===== src/rtl/regfile_sched_if.sv =====
// regfile_sched_if: neighbor/config handshakes, register-file controls and FU launch/status
// signals of the operand sequencer. master = scheduler side, slave = environment side.
interface regfile_sched_if #(parameter int CNT_W = 8);
  logic n1_vld, n1_rdy, n2_vld, n2_rdy, cfg_vld, cfg_rdy;
  logic rf_wen1, rf_wen2, rf_wen3, rf_wr_ack1, rf_wr_ack2, rf_wr_ack3;
  logic rf_ren, rf_r_data_vld, fu_start, fu_done, busy, timeout_err;
  logic [CNT_W-1:0] fire_count;
  modport master (
    input  n1_vld, n2_vld, cfg_vld, rf_wr_ack1, rf_wr_ack2, rf_wr_ack3, rf_r_data_vld, fu_done,
    output n1_rdy, n2_rdy, cfg_rdy, rf_wen1, rf_wen2, rf_wen3, rf_ren, fu_start, busy,
           fire_count, timeout_err
  );
  modport slave (
    output n1_vld, n2_vld, cfg_vld, rf_wr_ack1, rf_wr_ack2, rf_wr_ack3, rf_r_data_vld, fu_done,
    input  n1_rdy, n2_rdy, cfg_rdy, rf_wen1, rf_wen2, rf_wen3, rf_ren, fu_start, busy,
           fire_count, timeout_err
  );
endinterface


===== src/rtl/regfile_sched.sv =====
// regfile_sched: fills the operand register file, fires the vector FU, waits for done/timeout.
// Define REGFILE_SCHED_CFG_STICKY_EN to keep the config word loaded across successful firings.
module regfile_sched #(
  parameter int TIMEOUT_CYC = 255,
  parameter int CNT_W = 8
) (
  input logic clk,
  input logic reset,
  regfile_sched_if.master bus
);
  localparam int TW = $clog2(TIMEOUT_CYC + 1);
`ifdef REGFILE_SCHED_CFG_STICKY_EN
  localparam bit STICKY = 1'b1;
`else
  localparam bit STICKY = 1'b0;
`endif
  typedef enum logic [1:0] {FILL, FIRE, EXEC} state_t;
  state_t st, st_n;
  logic [2:0] ld, ld_n, pend, pend_n, vld, ack, rdy, wen;
  logic [TW-1:0] cnt, cnt_n;
  logic [CNT_W-1:0] fc, fc_n;
  logic terr, terr_n;
  assign vld = {bus.cfg_vld, bus.n2_vld, bus.n1_vld};
  assign ack = {bus.rf_wr_ack3, bus.rf_wr_ack2, bus.rf_wr_ack1};
  // rdy is gated by reset so nothing handshakes while the block is held in reset
  assign rdy = {3{st == FILL && reset}} & ~ld & ~pend;
  assign wen = vld & rdy;
  assign {bus.cfg_rdy, bus.n2_rdy, bus.n1_rdy} = rdy;
  assign {bus.rf_wen3, bus.rf_wen2, bus.rf_wen1} = wen;
  assign bus.rf_ren = st == FIRE || st == EXEC;
  assign bus.fu_start = st == FIRE;
  assign bus.busy = st != FILL;
  assign bus.fire_count = fc;
  assign bus.timeout_err = terr;
  always_comb begin
    st_n = st;
    ld_n = ld | (ack & pend);
    pend_n = (pend & ~ack) | wen;
    cnt_n = cnt;
    fc_n = fc;
    terr_n = terr;
    if (st == FILL) st_n = (&ld_n && !(|pend_n)) ? FIRE : FILL;
    else if (st == FIRE) begin
      st_n = EXEC;
      cnt_n = '0;
    end else if (bus.fu_done) begin
      st_n = FILL;
      fc_n = fc + 1'b1;
      ld_n = {ld[2] & STICKY, 2'b00};
    end else if (cnt == TW'(TIMEOUT_CYC - 1)) begin
      st_n = FILL;
      terr_n = 1'b1;
      ld_n = '0;
    end else cnt_n = cnt + 1'b1;
  end
  always_ff @(posedge clk or negedge reset) begin
    if (!reset) begin
      st <= FILL;
      ld <= '0;
      pend <= '0;
      cnt <= '0;
      fc <= '0;
      terr <= 1'b0;
    end else begin
      st <= st_n;
      ld <= ld_n;
      pend <= pend_n;
      cnt <= cnt_n;
      fc <= fc_n;
      terr <= terr_n;
    end
  end
  a_rdata_vld: assert property (@(posedge clk) disable iff (!reset)
    (st != FILL) |-> (bus.rf_r_data_vld == bus.rf_ren));
  a_no_wr_in_rd: assert property (@(posedge clk) disable iff (!reset) bus.rf_ren |-> (wen == 3'b000));
endmodule


===== src/flat_wrapper.sv =====
// flat-port wrapper written by rule: the top's interface ports become plain ports
module regfile_sched_flat 
#(
  parameter int TIMEOUT_CYC = 255,
  parameter int CNT_W = 8
)
  (clk, reset, bus_n1_vld, bus_n2_vld, bus_cfg_vld, bus_rf_wr_ack1, bus_rf_wr_ack2, bus_rf_wr_ack3, bus_rf_r_data_vld, bus_fu_done, bus_n1_rdy, bus_n2_rdy, bus_cfg_rdy, bus_rf_wen1, bus_rf_wen2, bus_rf_wen3, bus_rf_ren, bus_fu_start, bus_busy, bus_fire_count, bus_timeout_err);
  regfile_sched_if #(.CNT_W(CNT_W)) bus_i ();
  input logic clk;
  input logic reset;
  input wire logic [$bits(bus_i.n1_vld)-1:0] bus_n1_vld;
  input wire logic [$bits(bus_i.n2_vld)-1:0] bus_n2_vld;
  input wire logic [$bits(bus_i.cfg_vld)-1:0] bus_cfg_vld;
  input wire logic [$bits(bus_i.rf_wr_ack1)-1:0] bus_rf_wr_ack1;
  input wire logic [$bits(bus_i.rf_wr_ack2)-1:0] bus_rf_wr_ack2;
  input wire logic [$bits(bus_i.rf_wr_ack3)-1:0] bus_rf_wr_ack3;
  input wire logic [$bits(bus_i.rf_r_data_vld)-1:0] bus_rf_r_data_vld;
  input wire logic [$bits(bus_i.fu_done)-1:0] bus_fu_done;
  output wire logic [$bits(bus_i.n1_rdy)-1:0] bus_n1_rdy;
  output wire logic [$bits(bus_i.n2_rdy)-1:0] bus_n2_rdy;
  output wire logic [$bits(bus_i.cfg_rdy)-1:0] bus_cfg_rdy;
  output wire logic [$bits(bus_i.rf_wen1)-1:0] bus_rf_wen1;
  output wire logic [$bits(bus_i.rf_wen2)-1:0] bus_rf_wen2;
  output wire logic [$bits(bus_i.rf_wen3)-1:0] bus_rf_wen3;
  output wire logic [$bits(bus_i.rf_ren)-1:0] bus_rf_ren;
  output wire logic [$bits(bus_i.fu_start)-1:0] bus_fu_start;
  output wire logic [$bits(bus_i.busy)-1:0] bus_busy;
  output wire logic [$bits(bus_i.fire_count)-1:0] bus_fire_count;
  output wire logic [$bits(bus_i.timeout_err)-1:0] bus_timeout_err;
  assign bus_i.n1_vld = bus_n1_vld;
  assign bus_i.n2_vld = bus_n2_vld;
  assign bus_i.cfg_vld = bus_cfg_vld;
  assign bus_i.rf_wr_ack1 = bus_rf_wr_ack1;
  assign bus_i.rf_wr_ack2 = bus_rf_wr_ack2;
  assign bus_i.rf_wr_ack3 = bus_rf_wr_ack3;
  assign bus_i.rf_r_data_vld = bus_rf_r_data_vld;
  assign bus_i.fu_done = bus_fu_done;
  assign bus_n1_rdy = bus_i.n1_rdy;
  assign bus_n2_rdy = bus_i.n2_rdy;
  assign bus_cfg_rdy = bus_i.cfg_rdy;
  assign bus_rf_wen1 = bus_i.rf_wen1;
  assign bus_rf_wen2 = bus_i.rf_wen2;
  assign bus_rf_wen3 = bus_i.rf_wen3;
  assign bus_rf_ren = bus_i.rf_ren;
  assign bus_fu_start = bus_i.fu_start;
  assign bus_busy = bus_i.busy;
  assign bus_fire_count = bus_i.fire_count;
  assign bus_timeout_err = bus_i.timeout_err;
  regfile_sched #(.TIMEOUT_CYC(TIMEOUT_CYC), .CNT_W(CNT_W)) u_core (.clk(clk), .reset(reset), .bus(bus_i));
endmodule

===== config.mk =====
export PLATFORM = sky130hd
export DESIGN_NAME = regfile_sched_flat
export DESIGN_NICKNAME = d
export VERILOG_FILES = /design/src/rtl/regfile_sched_if.sv /design/src/rtl/regfile_sched.sv /design/src/flat_wrapper.sv
export SDC_FILE = /design/constraint.sdc
export NUM_CORES = 1
export LEC_CHECK = 0
export ABC_AREA = 1
export CELL_PAD_IN_SITES_DETAIL_PLACEMENT = 1
export CELL_PAD_IN_SITES_GLOBAL_PLACEMENT = 1
export CORE_MARGIN = 1.5
export CORE_UTILIZATION = 37
export CTS_CLUSTER_DIAMETER = 80
export CTS_CLUSTER_SIZE = 12
export DETAILED_ROUTE_END_ITERATION = 8
export GPL_TIMING_DRIVEN = 0
export PLACE_DENSITY_LB_ADDON = 0.2
export SETUP_SLACK_MARGIN = 0.05
export SLEW_MARGIN = 10
export SYNTH_ARGS = -nofsm -noshare
export SYNTH_HDL_FRONTEND = slang
export SYNTH_SLANG_ARGS = --single-unit

===== constraint.sdc =====
create_clock -name clk -period 1.85 [get_ports clk]
set_input_delay 0.4625 -clock clk [delete_from_list [all_inputs] [get_ports clk]]
set_output_delay 0.4625 -clock clk [all_outputs]
set_load 0.02 [all_outputs]

==> metrics.md, run 1 <==
| Metric | Value |
|---|---|
| FILL cells | `434` |
| H-tree Lvls | `1` |
| Clock Pin Slew Worst Setup and Hold Paths | `0.09 ns` |
| First-pass GRT wire length | `6160 microns` |
| Share of layout cells above drive strength 1 | `0.204` |
| Total power | `0.00257 W` |
| Die extent in x | `63.7 microns` |
| WS Path Type | `flip-flop to output pin` |
| Clock skew | `0.00273 ns` |
| WP data required | `1.39 ns` |
| Fin nets | `217` |
| Largest net degree at the start of global routing | `27` |
| DRT Pass-1 Iters | `4` |
| DR vias/cell | `4.97` |
| RD Place Congestion | `0.751` |
| Worst-margin pin slew | `0.361 ns` |
| Global Route Usage Sum | `0.193` |
| Synth warn | `0` |
| Clk_lat worst skew | `0.27 ns` |
| Final hold violations | `0` |
| Clock root buffer | `clkbuf_8` |
| Setup Viol. Count Final | `2` |
| Post-CTS Hold Buffers | `0` |
| Crit path from | `u_core.st[1]$_DFFE_PN0P_` |
| Most frequent cells in the layout | `nand2_1, dfrtp_1, inv_1, nor2_1, nand3_1` |
| Final wirelength | `3680 microns` |
| Comb pwr share | `0.535` |
| # IOs | `28` |
| Antenna-violating nets left | `0` |
| Highest attainable clock frequency | `536 MHz` |
| Seq/Total Area, Yosys | `0.460` |
| Worst VDD drop | `0.710 mV` |
| Die height | `63.7 microns` |
| Total grt overflow | `0` |
| Power Density | `1440 mW/mm^2` |
| Max cap viols | `0` |
| Worst Path Max Fanout | `5` |
| Worst EP arrival | `1.40 ns` |
| Clock power frac | `0.131` |
| Clk sinks | `25` |
| Initial antenna violation count | `0` |
| Slew HR | `0.759` |
| Pins Over Slew Limit | `0` |
| Die ar. | `0.00405 sq mm` |
| Final cell count without fillers | `247` |
| Dpl cells | `241` |
| Deepest clock path buffer count | `2` |
| Seq. cell area | `626 sq um` |
| Violated checks | `setup timing` |
| Avg Inst Size Synth | `8.06 sq um` |
| Initial Util | `0.395` |
| Fin crit period | `1.87 ns` |
| Syn-to-layout area delta | `31.2%` |
| Final period utilization | `1.01` |
| Core ar. | `0.00344 sq mm` |
| FP Rows | `21` |
| Netlist cell types | `25` |
| R2r startpoint | `u_core.st[1]$_DFFE_PN0P_` |
| Via count | `1,228` |
| Commonest non-fill, non-tap cell in the layout | `nand2_1` |
| R2R setup slack | `0.21 ns` |
| Cell Area, Synth | `0.00136 sq mm` |
| Syn Inst Count | `169` |
| Avg WL per Cell | `14.9 microns` |
| Setup ws final | `-0.0157 ns` |
| Startpoint types | `flip-flop` |
| CTS buffer count | `3` |
| Status | `finished with violations` |
| CTS tree | `built` |
| Multi-input combinational cell area | `692 sq um` |
| Ant. Diodes | `0` |
| Vias in the first global route | `1,344` |
| Internal Power | `0.00137 W` |
| HPWL Detailed | `2610 microns` |
| RSZ-0062 raised after global routing | `yes` |
| Synthesized flop and latch total | `25` |
| Drt drc | `0` |
| DRT iter0 DRCs | `41` |
| Syn nets | `184` |
| CP endpoint kind | `output pin` |
| Worst Hold Class | `input port to asynchronous set/reset pin` |
| Sw Pwr | `0.00119 W` |
| Port bufs | `26` |
| Switching power share of the total | `0.465` |
| Leakage power figure | `0.896 nW` |
| Sequential Power Share | `0.335` |
[stage by stage]
| stage | utilization | setup WS, ns | area, sq um | TNS [ns] | hold slack (ns) |
|---|---|---|---|---|---|
| after detailed placement | 0.489 | -1.75 | 1680 | -16.00 | 0.471 |
| after floorplan | - | 0.144 | 1360 | 0 | 0.167 |
| after CTS | 0.506 | -0.00525 | 1740 | -0.00525 | 0.101 |
| after global routing | 0.519 | -0.105 | 1790 | -0.488 | 0.101 |
| final | 0.519 | -0.0157 | 1790 | -0.0258 | 0.0853 |
| after global placement | 0.489 | -1.67 | 1680 | -14.85 | 0.462 |
[cells by family after synthesis]
family,count (synthesis),share of synthesized area
XOR/XNOR,5,0.0322
AND/OR/NAND/NOR,92,0.318
flip-flops,25,0.460
adder cells (fa/ha/maj),5,0.0460
buffers and inverters,25,0.0754
AO/OA/AOI/OAI,17,0.0689
[sequential cells by signal, indices dropped and copies added (netlist names)]
register	flops
u_core.cnt	8
u_core.bus.fire_count	8
u_core.ld	3
u_core.bus.timeout_err	1
u_core.st	2
u_core.pend	3
[synthesized netlist by cell type]
cell type   n  area share
nand3_2     1      0.0074
buf_2       1      0.0037
nand3b_1    1      0.0055
nand3_4     2       0.026
xor2_1      2       0.013
o21bai_1    2       0.011
clkbuf_1    1      0.0028
nor3_2      1      0.0074
o21ai_1     3       0.011
inv_1      22       0.061
buf_6       1      0.0083
a21oi_1     5       0.018
ha_1        5       0.046
nand3_1    16       0.059
o21ai_0     6       0.022
dfrtp_1    25        0.46
nand2_1    46        0.13
nand4_1     2      0.0092
xnor2_1     3       0.019
nand2_2     1      0.0046
or2_2       2      0.0092
nor3_1      3       0.011
nor2_4      1      0.0083
nor2_1     16       0.044
o21ai_2     1      0.0064
[power by group through the flow]
stage,Clock [W],Sequential (W),Combinational [W]
after floorplan,0,0.000874,0.000750
after detailed placement,0,0.000861,0.00126
after CTS,0.000344,0.000851,0.00129
after global placement,0,0.000843,0.00120
after global routing,0.000370,0.000881,0.00151
final,0.000336,0.000859,0.00137
[repair_timing]
| item | 4_1_cts | 5_1_grt |
|---|---|---|
| pin swaps | 1 | 3 |
| setup buffers | 1 | 1 |
| setup endpoints to repair | 17 | 17 |
| gates resized for setup | 57 | 16 |
[layout make-up]
| class | count | share of cell area |
|---|---|---|
| Multi-Input combinational cell | 119 | 0.387 |
| Sequential cell | 25 | 0.350 |
| Timing Repair Buffer | 28 | 0.146 |
| Inverter | 22 | 0.0462 |
| Tap cell | 46 | 0.0322 |
| Clock buffer | 3 | 0.0231 |
| Buffer | 3 | 0.0119 |
| Clock inverter | 1 | 0.00280 |
[per-layer routing]
metal	GRT usage	up-vias	wire, microns
met5	0	-	0
met4	0.0489	0	40
met3	0.0304	5	94
met2	0.347	16	1910
met1	0.241	607	1630
li1	-	600	-
[critical path, stage by stage, from the launching register on]
cell and delay, ns:
dfrtp_1 0.41, inv_2 0.09, ha_4 0.17, nand2_4 0.09
nor2_4 0.15, nand2_2 0.07, inv_2 0.05, buf_6 0.11
[worst paths after layout]
kind	end	depth (start not counted)
min reg2reg	u_core.bus.timeout_err$_DFFE_PN0P_	1
max in group asynchronous	u_core.cnt[6]$_DFFE_PN0P_	1
min in group clk	u_core.bus.timeout_err$_DFFE_PN0P_	1
max reg2reg	u_core.bus.fire_count[7]$_DFFE_PN0P_	9
min	u_core.cnt[3]$_DFFE_PN0P_	1
max	bus_rf_wen2	7
No activity file was read; power rests on OpenSTA's default activity.
==> run 2, diff against run 1 <==
--- a/config.mk
+++ b/config.mk
@@ -16,7 +16,7 @@
 export GPL_TIMING_DRIVEN = 0
 export PLACE_DENSITY_LB_ADDON = 0.2
 export SETUP_SLACK_MARGIN = 0.05
-export SLEW_MARGIN = 10
+export SLEW_MARGIN = 20
 export SYNTH_ARGS = -nofsm -noshare
 export SYNTH_HDL_FRONTEND = slang
 export SYNTH_SLANG_ARGS = --single-unit
==> run 2 against run 1 <==
Effect of this change: the run still ends with setup timing left; non-clock buffer count did not move; first-iteration DRC count rose by 32%; hold slack improved by 0.0014 ns; core utilization down 0.073 points; critical path type unchanged; critical endpoint unchanged; largest cell class unchanged.
==> metrics.md, run 2 (synthesis results as in run 1) <==
| Metric | Value |
|---|---|
| Slew HR | `0.756 (-0.00356)` |
| Worst Path Max Fanout | `5 (unchanged)` |
| Total grt overflow | `0 (unchanged)` |
| Leakage power figure | `0.895 nW (-0.17%)` |
| Fin crit period | `1.87 ns (+0.000193 ns)` |
| Largest net degree at the start of global routing | `27 (unchanged)` |
| CTS buffer count | `3 (unchanged)` |
| Switching power share of the total | `0.462 (-0.00273)` |
| Most frequent cells in the layout | `nand2_1, dfrtp_1, inv_1, nor2_1, nand3_1` |
| Clock skew | `0.00749 ns (+0.00476 ns)` |
| Clk sinks | `25 (unchanged)` |
| Final wirelength | `3720 microns (+1.1%)` |
| Violated checks | `setup timing` |
| Core ar. | `0.00344 sq mm (unchanged)` |
| Avg WL per Cell | `15.0 microns (+1.1%)` |
| Power Density | `1440 mW/mm^2 (about the same)` |
| Initial antenna violation count | `0 (unchanged)` |
| CTS tree | `built` |
| RD Place Congestion | `0.751 (unchanged)` |
| Commonest non-fill, non-tap cell in the layout | `nand2_1` |
| Drt drc | `0 (unchanged)` |
| RSZ-0062 raised after global routing | `yes` |
| Clock Pin Slew Worst Setup and Hold Paths | `0.09 ns (about the same)` |
| Worst Hold Class | `input port to asynchronous set/reset pin` |
| Deepest clock path buffer count | `2 (unchanged)` |
| CP endpoint kind | `output pin` |
| Via count | `1,221 (-0.57%)` |
| HPWL Detailed | `2610 microns (about the same)` |
| Comb pwr share | `0.536 (about the same)` |
| Setup ws final | `-0.0159 ns (-0.000193 ns)` |
| Routed wl met3 | `69 microns (-27%)` |
| Final cell count without fillers | `247 (unchanged)` |
| Fin nets | `217 (unchanged)` |
| Sw Pwr | `0.00118 W (-0.82%)` |
| R2R setup slack | `0.20 ns (about the same)` |
| Internal Power | `0.00138 W (+0.28%)` |
| WS Path Type | `flip-flop to output pin` |
| Highest routed layer | `met4` |
| Startpoint types | `flip-flop` |
| FILL cells | `435 (+0.23%)` |
| Hold Slack | `0.0867 ns (+0.00138 ns)` |
| Port bufs | `26 (unchanged)` |
| Status | `finished with violations` |
| Antenna-violating nets left | `0 (unchanged)` |
| Global Route Usage Sum | `0.193 (-0.000379)` |
| Highest attainable clock frequency | `536 MHz (about the same)` |
| Dpl cells | `241 (unchanged)` |
| Total power | `0.00256 W (-0.23%)` |
| Seq. cell area | `626 sq um (unchanged)` |
| DRT iter0 DRCs | `54 (+32%)` |
| H-tree Lvls | `1 (unchanged)` |
| Vias in the first global route | `1,335 (-0.67%)` |
| Clock root buffer | `clkbuf_8` |
| Final period utilization | `1.01 (about the same)` |
| Syn-to-layout area delta | `31.1%` |
| Die ar. | `0.00405 sq mm (unchanged)` |
| Max cap viols | `0 (unchanged)` |
| Multi-input combinational cell area | `687 sq um (-0.72%)` |
| Initial Util | `0.395 (unchanged)` |
| DRT Pass-1 Iters | `4 (unchanged)` |
| # IOs | `28 (unchanged)` |
| Worst EP arrival | `1.40 ns (about the same)` |
| FP Rows | `21 (unchanged)` |
| Metal2 WL | `1940 microns (+1.8%)` |
| Setup Viol. Count Final | `2 (unchanged)` |
| Sequential Power Share | `0.333 (-0.002)` |
| Worst VDD drop | `0.867 mV (+22%)` |
| Die extent in x | `63.7 microns (unchanged)` |
| Pins Over Slew Limit | `0 (unchanged)` |
| DR vias/cell | `4.94 (-0.57%)` |
| Post-CTS Hold Buffers | `0 (unchanged)` |
| Worst R2R Path Depth | `8 (-1)` |
| First-pass GRT wire length | `6180 microns (+0.23%)` |
| Clock power frac | `0.130 (about the same)` |
| WP data required | `1.39 ns (about the same)` |
| Wl on met1 | `1660 microns (+1.4%)` |
| Ant. Diodes | `0 (unchanged)` |
| Final hold violations | `0 (unchanged)` |
| Share of layout cells above drive strength 1 | `0.199 (-0.00498)` |
| Die height | `63.7 microns (unchanged)` |
| Worst-margin pin slew | `0.366 ns (+0.00534 ns)` |
| Clk_lat worst skew | `0.27 ns (about the same)` |
==> run 2: cell counts in the layout (fill, tap and decap cells not counted) <==
No cell type changed its count.
==> run 2: final timing paths <==
kind	from	endpoint
min	reset	u_core.cnt[4]$_DFFE_PN0P_
max in group asynchronous	reset	u_core.cnt[6]$_DFFE_PN0P_
min in group clk	u_core.bus.timeout_err$_DFFE_PN0P_	u_core.bus.timeout_err$_DFFE_PN0P_
min reg2reg	u_core.bus.timeout_err$_DFFE_PN0P_	u_core.bus.timeout_err$_DFFE_PN0P_
max	u_core.st[1]$_DFFE_PN0P_	bus_rf_wen2
max reg2reg	u_core.st[0]$_DFFE_PN0P_	u_core.bus.fire_count[7]$_DFFE_PN0P_
==> run 2: power by group through the flow <==
stage / combinational (W) / sequential (W) / clock, W
2_1_floorplan: 0.000750 / 0.000874 / 0
3_3_place_gp: 0.00120 / 0.000843 / 0
3_5_place_dp: 0.00125 / 0.000860 / 0
4_1_cts: 0.00129 / 0.000850 / 0.000343
5_1_grt: 0.00151 / 0.000877 / 0.000367
6_report: 0.00137 / 0.000853 / 0.000334
==> run 2: final cells by class <==
cell class | instances | area share
Multi-Input combinational cell | 119 | 0.385
Sequential cell | 25 | 0.351
Timing Repair Buffer | 28 | 0.148
Inverter | 22 | 0.0463
Tap cell | 46 | 0.0323
Clock buffer | 3 | 0.0231
Buffer | 3 | 0.0119
Clock inverter | 1 | 0.00281
==> run 2: repair_timing <==
| item | in CTS | in global routing |
|---|---|---|
| pin swaps | 1 | 3 |
| buffers inserted | 1 | 1 |
| endpoints found under the setup margin | 13 | 17 |
| resized for setup | 52 | 16 |
==> run 2: routing by layer <==
metal	GRT usage	up-vias
li1	-	598
met1	0.240	602
met2	0.347	15
met3	0.0304	6
met4	0.0489	0
met5	0	-
==> run 2: critical path, cell delays in order (launching register included) <==
cell and delay [ns]:
dfrtp_1 0.40, inv_2 0.09, ha_4 0.18, nand2_4 0.09, nor2_4 0.14, nand2_2 0.07, inv_2 0.06, buf_6 0.11
==> run 2: through the flow <==
| stage | instance area [sq um] | util | TNS, ns | worst slack, ns |
|---|---|---|---|---|
| CTS | 1740 | 0.506 | -0.00407 | -0.00407 |
| global placement | 1680 | 0.489 | -14.85 | -1.67 |
| global route | 1780 | 0.518 | -0.481 | -0.121 |
| detailed placement | 1680 | 0.487 | -4.64 | -0.808 |
| finish | 1780 | 0.518 | -0.0231 | -0.0159 |
| floorplan | 1360 | - | 0 | 0.144 |
==> run 3, diff against run 2 <==
--- a/config.mk
+++ b/config.mk
@@ -9,7 +9,7 @@
 export CELL_PAD_IN_SITES_DETAIL_PLACEMENT = 1
 export CELL_PAD_IN_SITES_GLOBAL_PLACEMENT = 1
 export CORE_MARGIN = 1.5
-export CORE_UTILIZATION = 37
+export CORE_UTILIZATION = 33
 export CTS_CLUSTER_DIAMETER = 80
 export CTS_CLUSTER_SIZE = 12
 export DETAILED_ROUTE_END_ITERATION = 8
==> constraint.sdc (replaced) <==
create_clock -name clk -period 1.6 [get_ports clk]
set_input_delay 0.4 -clock clk [delete_from_list [all_inputs] [get_ports clk]]
set_output_delay 0.4 -clock clk [all_outputs]
set_load 0.02 [all_outputs]
==> run 3 against run 2 <==
Effect of this change: critical path depth is the same; largest power group unchanged; combinational power grew 51%; core utilization shrank 2.2 points; hold slack lost 0.052 ns; clock power grew 17%; the flow still finishes with violations (setup timing); register-to-register slack lost 0.20 ns; total power grew 35%; final cell count grew 7.7%.
==> metrics.md, run 3 (synthesis results as in run 1) <==
| Metric | Value |
|---|---|
| Status | `finished with violations` |
| Violated checks | `setup timing` |
| Largest net degree at the start of global routing | `27 (unchanged)` |
| Clk_lat worst skew | `0.27 ns (about the same)` |
| Final period utilization | `1.12` |
| Worst Path Max Fanout | `4 (-1)` |
| Leakage power figure | `0.948 nW (+5.9%)` |
| Via count | `1,298 (+6.3%)` |
| CP peak stage delay | `0.41 ns (about the same)` |
| Setup ws final | `-0.191 ns (-0.175 ns)` |
| First-pass GRT wire length | `6180 microns (+0.11%)` |
| HPWL Detailed | `2600 microns (-0.40%)` |
| Dpl cells | `245 (+1.7%)` |
| WS Path Type | `flip-flop to output pin` |
| CP max-delay cell | `dfrtp_1` |
| Clock skew | `0.00617 ns (-0.00133 ns)` |
| WP data required | `1.20 ns (-0.19 ns)` |
| H-tree Lvls | `1 (unchanged)` |
| Crit path cell chain | `inv_2, ha_4, nand2_4, nor2_4, nand2_2, inv_2, buf_6` |
| Ant. Diodes | `0 (unchanged)` |
| Drt drc | `0 (unchanged)` |
| CTS buffer count | `3 (unchanged)` |
| Pins Over Slew Limit | `0 (unchanged)` |
| Setup Viol. Count Final | `7 (+5)` |
| Clock Pin Slew Worst Setup and Hold Paths | `0.10 ns (about the same)` |
| DRT iter0 DRCs | `49 (-9.3%)` |
| Max cap viols | `0 (unchanged)` |
| Total power | `0.00345 W (+35%)` |
| Vias in the first global route | `1,319 (-1.2%)` |
| Port bufs | `26 (unchanged)` |
| # IOs | `28 (unchanged)` |
| Worst Path Buf+Inv | `3 (unchanged)` |
| Clk sinks | `25 (unchanged)` |
| Post-CTS Hold Buffers | `0 (unchanged)` |
| Deepest clock path buffer count | `2 (unchanged)` |
| DR vias/cell | `4.88 (-1.3%)` |
| FILL cells | `493 (+13%)` |
| CP endpoint kind | `output pin` |
| Power Density | `1750 mW/mm^2 (+22%)` |
| Global Route Usage Sum | `0.181 (-0.0120)` |
| Critical path's top delay family | `flip-flops` |
| Final wirelength | `4080 microns (+9.7%)` |
| Die height | `67.2 microns (+5.6%)` |
| RSZ-0062 raised after global routing | `yes` |
| Dpl ws | `-0.961 ns (-0.153 ns)` |
| Most frequent cells in the layout | `nand2_1, dfrtp_1, buf_4` |
| Avg WL per Cell | `15.3 microns (+1.9%)` |
| Cell area after layout | `0.00197 sq mm (+10%)` |
| Startpoint types | `flip-flop` |
| Fin crit period | `1.79 ns` |
| Clock root buffer | `clkbuf_8` |
| DRT Pass-1 Iters | `3 (-1)` |
| Initial antenna violation count | `0 (unchanged)` |
| Worst VDD drop | `0.883 mV (+1.9%)` |
| Post-placement cell area | `0.00169 sq mm (+0.60%)` |
| Worst EP arrival | `1.39 ns (about the same)` |
| Final hold violations | `0 (unchanged)` |
| Initial Util | `0.343 (-0.0527)` |
| Core ar. | `0.00397 sq mm (+15%)` |
| CTS tree | `built` |
| Die ar. | `0.00452 sq mm (+12%)` |
| FP Rows | `23 (+9.5%)` |
| Syn-to-layout area delta | `44.7%` |
| Highest attainable clock frequency | `558 MHz` |
| Worst-margin pin slew | `0.368 ns (+0.00159 ns)` |
| Worst Hold Class | `input port to asynchronous set/reset pin` |
| Most used cell, CP | `inv_2` |
| Commonest non-fill, non-tap cell in the layout | `nand2_1` |
| Fin nets | `232 (+6.9%)` |
| Slew HR | `0.755 (-0.00106)` |
| Final cell count without fillers | `266 (+7.7%)` |
| Share of layout cells above drive strength 1 | `0.301 (+0.102)` |
| RD Place Congestion | `0.743 (-1.1%)` |
| Die extent in x | `67.2 microns (+5.6%)` |
| Antenna-violating nets left | `0 (unchanged)` |
| Total grt overflow | `0 (unchanged)` |
[run 3: repair_timing]
item,CTS,global route
setup endpoints to repair,34,25
pin swaps,4,6
gates cloned,1,0
gates resized for setup,85,17
buffers inserted,9,8
[run 3: power breakdown]
group	total, W	internal, W	switching, W
clock network	0.000390	0.000175	0.000216
registers	0.000992	0.000814	0.000178
logic	0.00207	0.000918	0.00115
[run 3: worst reg2reg max path, stage by stage, from the launching register on]
cell and delay (ns):
dfrtp_1 0.38, inv_2 0.08, ha_4 0.18, buf_4 0.16, buf_4 0.15, or2_4 0.24, a21oi_4 0.15, nand2_1 0.08
o21ai_1 0.11
[run 3: per-stage QoR]
stage / setup TNS [ns] / hold slack (ns) / utilization
2_1_floorplan: -0.0742 / 0.104 / -
3_3_place_gp: -22.90 / 0.467 / 0.426
3_5_place_dp: -7.10 / 0.453 / 0.425
4_1_cts: -0.844 / 0.0423 / 0.468
5_1_grt: -2.12 / 0.0506 / 0.496
6_report: -1.01 / 0.0350 / 0.496
[run 3: area by class of cell]
cell class / instances / area [sq um] / area share
buffer: 3 / 21.3 / 0.0108
multi-input combinational: 119 / 741 / 0.376
clock inverter: 1 / 5.00 / 0.00254
timing repair buffer: 43 / 383 / 0.194
sequential: 25 / 626 / 0.318
inverter: 22 / 90.1 / 0.0457
clock buffer: 3 / 41.3 / 0.0210
tap: 50 / 62.6 / 0.0318
[run 3: routing by layer]
layer,part of all wire,track usage,vias up
li1,-,-,628
met1,0.43,0.234,649
met2,0.54,0.322,17
met3,0.021,0.0250,4
met4,0.0059,0.0383,0
met5,0,0,-
[run 3: worst paths after layout]
kind                                                       from                                    to  slack [ns]  cells past startpoint
max                                    u_core.st[1]$_DFFE_PN0P_                           bus_rf_wen2       -0.19                      7
max in group asynchronous                                 reset             u_core.cnt[3]$_DFFE_PN0P_        1.30                      1
min                                                       reset             u_core.cnt[5]$_DFFE_PN0P_        0.03                      1
min in group clk           u_core.bus.fire_count[7]$_DFFE_PN0P_  u_core.bus.fire_count[7]$_DFFE_PN0P_        0.51                      2
min reg2reg                u_core.bus.fire_count[7]$_DFFE_PN0P_  u_core.bus.fire_count[7]$_DFFE_PN0P_        0.51                      2
max reg2reg                            u_core.st[1]$_DFFE_PN0P_             u_core.cnt[1]$_DFFE_PN0P_           0                      8
